## config.mk

```make
export PLATFORM = sky130hd
export DESIGN_NAME = inst_fetch_buf
export DESIGN_NICKNAME = d
export VERILOG_FILES = /design/src/rtl/inst_fetch_buf.sv
export SDC_FILE = /design/constraint.sdc
export NUM_CORES = 1
export LEC_CHECK = 0
export CAP_MARGIN = 20
export CORE_UTILIZATION = 50
export DETAILED_ROUTE_END_ITERATION = 10
export GPL_ROUTABILITY_DRIVEN = 1
export PLACE_DENSITY = 0.74
export SETUP_SLACK_MARGIN = 0.3
export SLEW_MARGIN = 0
export SYNTH_ARGS = -nofsm -noshare
export SYNTH_HDL_FRONTEND = slang
export SYNTH_SLANG_ARGS = --single-unit
```

## constraint.sdc

```tcl
create_clock -name clk -period 3.1 [get_ports clk]
set_clock_uncertainty 0.15 [all_clocks]
set_input_delay 0.465 -clock clk [delete_from_list [all_inputs] [get_ports clk]]
set_output_delay 0.465 -clock clk [all_outputs]
set_load 0.005 [all_outputs]
```

## src/rtl/inst_fetch_buf.sv

```systemverilog
// Instruction buffer between instruction memory and decode: a DEPTH-entry FIFO
// of fetched words/PCs feeding a registered output stage with stall/bubble/flush control.
module inst_fetch_buf #(
    parameter int unsigned     XLEN  = 32,
    parameter int unsigned     DEPTH = 4,
    parameter logic [XLEN-1:0] NOP   = XLEN'(32'h0000_0013)
) (
    input  logic                       clk,
    input  logic                       rst,
    input  logic                       mem_valid,
    input  logic [XLEN-1:0]            mem_rdata,
    input  logic [XLEN-1:0]            mem_pc,
    output logic                       mem_ready,
    input  logic                       stall,
    input  logic                       bubble,
    input  logic                       flush,
    output logic [XLEN-1:0]            inst,
    output logic [XLEN-1:0]            inst_pc,
    output logic                       inst_valid,
    output logic [$clog2(DEPTH):0]     count
);

    localparam int unsigned PW = $clog2(DEPTH);
    localparam int unsigned CW = PW + 1;

    logic [XLEN-1:0] store_word [DEPTH];
    logic [XLEN-1:0] store_pc   [DEPTH];
    logic [PW-1:0]   rd_ptr;
    logic [PW-1:0]   wr_ptr;

    logic push;
    logic advance;
    logic pop;
    logic bypass;
    logic fifo_write;

    // Full flag depends only on the stored count, never on decode controls.
    assign mem_ready = (count != CW'(DEPTH));

    // Decide this cycle's push, pop and whether an accepted word skips the FIFO.
    always_comb begin
        push       = 1'b0;
        advance    = 1'b0;
        pop        = 1'b0;
        bypass     = 1'b0;
        fifo_write = 1'b0;

        push       = mem_valid && mem_ready && !flush && !rst;
        advance    = !rst && !flush && !stall && !bubble;
        pop        = advance && (count != '0);
        bypass     = advance && (count == '0) && push;
        fifo_write = push && !bypass;
    end

    // FIFO storage carries no reset; validity is tracked by count and pointers.
    always_ff @(posedge clk) begin
        if (fifo_write) begin
            store_word[wr_ptr] <= mem_rdata;
            store_pc[wr_ptr]   <= mem_pc;
        end
    end

    // Pointers, occupancy and the decode-facing output register.
    always_ff @(posedge clk) begin
        if (rst) begin
            rd_ptr     <= '0;
            wr_ptr     <= '0;
            count      <= '0;
            inst       <= NOP;
            inst_pc    <= '0;
            inst_valid <= 1'b0;
        end else if (flush) begin
            rd_ptr     <= '0;
            wr_ptr     <= '0;
            count      <= '0;
            inst       <= NOP;
            inst_valid <= 1'b0;
        end else begin
            if (fifo_write) begin
                wr_ptr <= wr_ptr + PW'(1);
            end
            if (pop) begin
                rd_ptr <= rd_ptr + PW'(1);
            end

            unique case ({fifo_write, pop})
                2'b10:   count <= count + CW'(1);
                2'b01:   count <= count - CW'(1);
                default: count <= count;
            endcase

            if (pop) begin
                inst       <= store_word[rd_ptr];
                inst_pc    <= store_pc[rd_ptr];
                inst_valid <= 1'b1;
            end else if (bypass) begin
                inst       <= mem_rdata;
                inst_pc    <= mem_pc;
                inst_valid <= 1'b1;
            end else if (!stall) begin
                // Bubble, or nothing to present: NOP with the last PC kept.
                inst       <= NOP;
                inst_valid <= 1'b0;
            end
        end
    end

endmodule

```

==> results of run 1 <==
cells by family after synthesis:
group                      after synthesis
buffers and inverters                   48
muxes                                   65
and+or+nand+nor                        155
DFF                                    330
AOI/OAI and AO/OA                      105
xor gates and xnor gates                 4
adders and majority gates                6
state kept, by name, indices dropped and copies added, names as in the netlist, named ones only:
signal	count
count	3
wr_ptr	2
rd_ptr	2
inst_pc	32
store_word	128
inst	32
store_pc	128
inst_valid	1
layer usage:
metal	GRT usage (%)	part of all wire [%]	up-vias
li1	-	-	3088
met1	28.9	43	3463
met2	34.0	50	210
met3	3.79	6.2	27
met4	5.21	1.3	0
met5	0	0	-
synth_stat cells, types with 2 or more instances:
master / instances / area, um2
a211oi_1: 33 / 248
a21oi_1: 35 / 175
a22oi_1: 29 / 218
and2_1: 5 / 31.3
buf_2: 22 / 110
buf_4: 5 / 37.5
clkbuf_1: 13 / 48.8
dfxtp_1: 74 / 1480
edfxtp_1: 256 / 7690
ha_1: 5 / 62.6
inv_1: 6 / 22.5
mux4_2: 64 / 1440
nand2_1: 94 / 353
nor2_1: 46 / 173
o22ai_1: 3 / 18.8
or3_1: 2 / 12.5
xor2_1: 3 / 26.3
tightest hold or removal path, stage by stage, from the launching register on:
cell     delay, ns
dfxtp_1       0.30
nand2_1       0.05
nand2_1       0.04
metrics by stage:
step | worst slack [ns] | total power, uW | utilization [%] | hold slack [ns]
after global placement | 0.0872 | 5200 | 58.4 | 0.274
after floorplan | 0.315 | 5010 | - | 0.285
after global routing | 0.393 | 9840 | 63.6 | 0.308
after CTS | 0.545 | 9640 | 63.6 | 0.289
after detailed placement | 0.0345 | 5210 | 58.4 | 0.281
final | 0.532 | 9580 | 63.6 | 0.284
power by group through the flow:
| stage | Clock, uW | Combinational [uW] | Sequential (uW) |
|---|---|---|---|
| finish | 4460 | 293 | 4830 |
| global route | 4700 | 316 | 4830 |
| CTS | 4520 | 294 | 4830 |
| detailed placement | 0 | 292 | 4920 |
| global placement | 0 | 285 | 4920 |
| floorplan | 0 | 85.4 | 4920 |
worst paths after layout:
check	from	endpoint	slack, ns	cells after the start
max	stall	count[2]	0.53	11
min	inst[24]	inst[24]	0.28	2
max reg2reg	count[0]	inst_pc[19]	0.73	4
min reg2reg	inst[24]	inst[24]	0.28	2
area by class of cell:
cell class	instances	share of cell area, %
well taps	324	2.63
clock inverters	17	1.86
repair buffers	163	10.7
clock buffers	44	6.23
multi-input cells	335	18.9
inverters	7	0.170
flip-flops and latches	330	59.5
==> reports/results.txt, run 1 <==
Main synth FF type - edfxtp_1
WL/cell - 20.9 um
register area - 9180 um2
largest net degree at the start of global routing - 65
worst slew pin tran - 1.05 ns
final slew viol count - 0
# fillers - 1684
fin area - 15400 um2
H-tree Lvls - 2
Post-Layout Cell Count - 1220
Cell Area, Placed - 14200 um2
Yosys reg bits - 330
final setup TNS - 0 ns
initial antenna violation count - 0
CP dominant cell by count - inv_1
endpoint class of the critical path - flop
multiplexer area fraction after synthesis - 11.8%
dpl cells - 1159
DRT iter0 DRCs - 473
Tcrit/Tclk final - 82.8%
Area Overhead vs Synth - 25.4%
Post-CTS Hold Fix Bufs - 0
Slew HR - 29.8%
fin crit period - 2.57 ns
adder-cell share of the synthesized area - 0.672%
cell leakage power - 0.00498 uW
cell area after synthesis - 12300 um2
Core ar. - 24200 um2
CP required - 3.38 ns
vias per cell - 5.56
post-synthesis compound-gate area fraction - 5.64%
Layout Nets - 947
Sw Share - 18.4%
clk slew on worst S/H paths - 0.06 ns
run status - finished, final reports clean
CP startpoint kind - primary input
clock sink count - 330
syn avg cell area - 17.2 um2
starting density of the core - 50.7%
footprint of the multi-input gates - 2910 um2
P_sw - 1770 uW
row count - 57
commonest cells after routing, fill and taps aside - 256 x edfxtp_1, 138 x clkdlybuf4s50_1, 94 x nand2_1, 72 x dfxtp_1, 64 x mux4_2
vias in the first global route - 6907
maximum VDD drop - 443 uV
Die H - 159 um
number of port buffers - 138
Hold Violations, Final - 0
Synth cell types - 35
Post-synth EDFFs - 256
Final Setup Violations - 0
detailed-route DRC error count - 0
grt total ovfl - 0
CTS resizes - 0
ant diodes - 0
Post-DRT Antenna Nets - 0
simple-gate share of the synthesized area - 5.16%
commonest non-fill, non-tap cell in the layout - edfxtp_1
Async SR Flop Fraction - 0%
share of cells above drive strength 1 - 17.1%
unrepaired setup endpoints after global routing - no
die span in x - 159 um
Synth Warn # - 0
die area - 25200 um2
first-pass GRT wire length - 40100 um
Max clock buf depth - 3
DR vias - 6788
Worst path slowest cell - clkdlybuf4s50_1
crit path DAT - 2.85 ns
net count after synthesis - 789
critical-path maximum fanout - 2
Detailed Place HPWL - 14400 um
CTS tree - yes
Final Wtd Congestion - 0.766
Seq/Total Area, Yosys - 74.6%
Critical Path Max Stage Delay - 0.51 ns
IO Pins - 139
MaxCap Viol Count - 0
Num CTS Buffers - 34
Cell Int Power - 7810 uW
XOR/XNOR Fraction of Synth Area - 0.285%
latest clock arrival within the worst-skew pair - 0.50 ns
Syn Inst Count - 713
Flop pwr share - 50.4%
Worst Setup Path Type - primary input to flop
postcts setup bufs - 0
Total Wirelength - 25500 um
Worst Hold Class - flop to flop
clock group share of total power - 46.5%
Buf/Inv on CP - 3
worst-path cell chain - clkdlybuf4s50_1 -> nor4_4 -> o21ai_1 -> and3_1 -> inv_1 -> ha_1 -> inv_1 -> fa_1 -> xor2_1 -> or3_1 -> a21oi_1
DRT Pass-1 Iters - 5
Comb power frac - 3.1%
Clock Tree Root - clkbuf_16
Power Density - 621 nW/um2
gr usage total - 20.8%
critical path's top delay family - simple AND/OR/NAND/NOR gates
Max Freq - 389 MHz
combinational family with the most area after synthesis - multiplexers
(Power assumes the default switching activity.)
==> inputs of run 2 (changes only) <==
--- a/config.mk
+++ b/config.mk
@@ -6,10 +6,10 @@
 export NUM_CORES = 1
 export LEC_CHECK = 0
 export CAP_MARGIN = 20
-export CORE_UTILIZATION = 50
+export CORE_UTILIZATION = 56
 export DETAILED_ROUTE_END_ITERATION = 10
 export GPL_ROUTABILITY_DRIVEN = 1
-export PLACE_DENSITY = 0.74
+export PLACE_DENSITY = 0.79
 export SETUP_SLACK_MARGIN = 0.3
 export SLEW_MARGIN = 0
 export SYNTH_ARGS = -nofsm -noshare
==> constraint.sdc (replaced) <==
create_clock -name clk -period 2.6 [get_ports clk]
set_clock_uncertainty 0.15 [all_clocks]
set_input_delay 0.39 -clock clk [delete_from_list [all_inputs] [get_ports clk]]
set_output_delay 0.39 -clock clk [all_outputs]
set_load 0.005 [all_outputs]
==> run 2 against run 1 <==
  * Via count rose by 4.5%
  * Wire length rose by 3.1%
  * Setup slack got worse by 0.18 ns
  * Global-route usage rose by 3.7 points
  * Largest power group unchanged
  * Register-to-register slack got worse by 0.38 ns
  * Combinational power rose by 27%
  * Count of clock-buffer cells in the layout rose by 2
==> reports/results.txt, run 2 (synthesis gave the netlist of run 1 again) <==
Total Wirelength - 26200 um
latest clock arrival within the worst-skew pair - 0.51 ns
overall power - 10900 uW
Final Setup Violations - 0
number of port buffers - 138
die area - 22500 um2
final slew viol count - 0
largest net degree at the start of global routing - 63
grt total ovfl - 0
die span in x - 150 um
DRT iter0 DRCs - 520
detailed-route DRC error count - 0
Slew HR - 46.6%
Worst Hold Class - flop to flop
RR Startpoint - count[0]
clk slew on worst S/H paths - 0.06 ns
row count - 53
CP required - 2.89 ns
MaxCap Viol Count - 0
Max Freq - 444 MHz
final setup TNS - 0 ns
internal reg-to-reg setup slack - 0.35 ns
vias per cell - 5.93
maximum VDD drop - 458 uV
CP startpoint kind - primary input
commonest cells after routing, fill and taps aside - 256 x edfxtp_1, 134 x clkdlybuf4s50_1, 94 x nand2_1, 69 x dfxtp_1, 64 x mux4_2
first-pass GRT wire length - 41100 um
CTS tree - yes
Detailed Place HPWL - 15700 um
Clock Tree Root - clkbuf_16
Critical Path End - count[2]
cell leakage power - 0.00507 uW
unrepaired setup endpoints after global routing - no
clock sink count - 330
Max clock buf depth - 3
Post-DRT Antenna Nets - 0
commonest non-fill, non-tap cell in the layout - edfxtp_1
WL/cell - 21.9 um
Post-CTS Hold Fix Bufs - 0
fin crit period - 2.25 ns
Core ar. - 21300 um2
Area Overhead vs Synth - 26.7%
hold path cells - 2
critical-path maximum fanout - 2
Final WS setup - 0.350 ns
H-tree Lvls - 2
Die H - 150 um
Final Wtd Congestion - 0.775
Post-Layout Cell Count - 1196
starting density of the core - 57.7%
CP Launch Point - bubble
Hold Violations, Final - 0
worst reg2reg path endpoint - count[2]
initial antenna violation count - 0
Power Density - 702 nW/um2
r2r worst-path depth - 10
dpl cells - 1125
DP Worst Slack - -0.321 ns
DR vias - 7094
share of cells above drive strength 1 - 20.0%
worst slew pin tran - 0.800 ns
Tcrit/Tclk final - 86.6%
Num CTS Buffers - 34
IO Pins - 139
endpoint class of the critical path - flop
Layout Nets - 971
worst hold slack - 0.287 ns
vias in the first global route - 7497
Largest regs - store_pc x128, store_word x128
DRT Pass-1 Iters - 6
gr usage total - 24.5%
Worst Setup Path Type - primary input to flop
run status - finished, final reports clean
crit path DAT - 2.54 ns
ant diodes - 0
## run 2: cell types whose count changed in the layout (fill, tap and decap cells not counted), moves of 4 or more
cell             delta
buf_12             +10
clkdlybuf4s50_1     -4
buf_4              +13
bufinv_16           -5
clkbuf_1            +5
## run 2: timing repair
item,CTS,global route
setup buffers,9,0
pin swaps,5,1
resized for setup,7,7
endpoints found under the setup margin,1,3
## run 2: area by class of cell
class,instances,area [um2]
clock buffer,46,937
clock inverter,16,179
fill,1232,5720
inverter,7,31.3
multi-input combinational,335,2940
sequential,330,9180
tap,275,344
timing repair buffer,187,1950
## run 2: power breakdown
group / internal [uW] / leakage, uW / switching [uW]
clock network: 2860 / 0.000543 / 1940
registers: 5740 / 0.00291 / 20.8
logic: 192 / 0.00162 / 180
## run 2: critical path, cell delays in order
cell,delay (ns)
dlygate4sd2_1,0.27
nor4_4,0.33
o21ai_2,0.11
and3_4,0.21
inv_4,0.05
ha_4,0.12
inv_2,0.04
fa_2,0.35
xor2_1,0.16
or3_1,0.38
a21oi_1,0.14
## run 2: routing by layer
metal	vias to the layer above	wire, um	track usage (%)
met2	296	13500	41.3
met1	3605	10400	32.1
met4	0	700	9.55
li1	3140	-	-
met3	53	1620	3.88
met5	-	0	0
## run 2: how the worst min path moves through the flow
stage,startpoint,end,slack (ns)
2_1_floorplan,inst[10],inst[10],0.28
3_3_place_gp,inst[3],inst[3],0.27
3_5_place_dp,inst[9],inst[9],0.28
4_1_cts,inst[9],inst[9],0.29
5_1_grt,inst[31],inst[31],0.30
6_report,inst[12],inst[12],0.29
## run 2: metrics by stage
stage / utilization, % / area (um2)
after CTS: 73.1 / 15600
after global routing: 73.1 / 15600
after global placement: 67.4 / 14400
after floorplan: - / 12300
after detailed placement: 67.4 / 14400
final: 73.1 / 15600
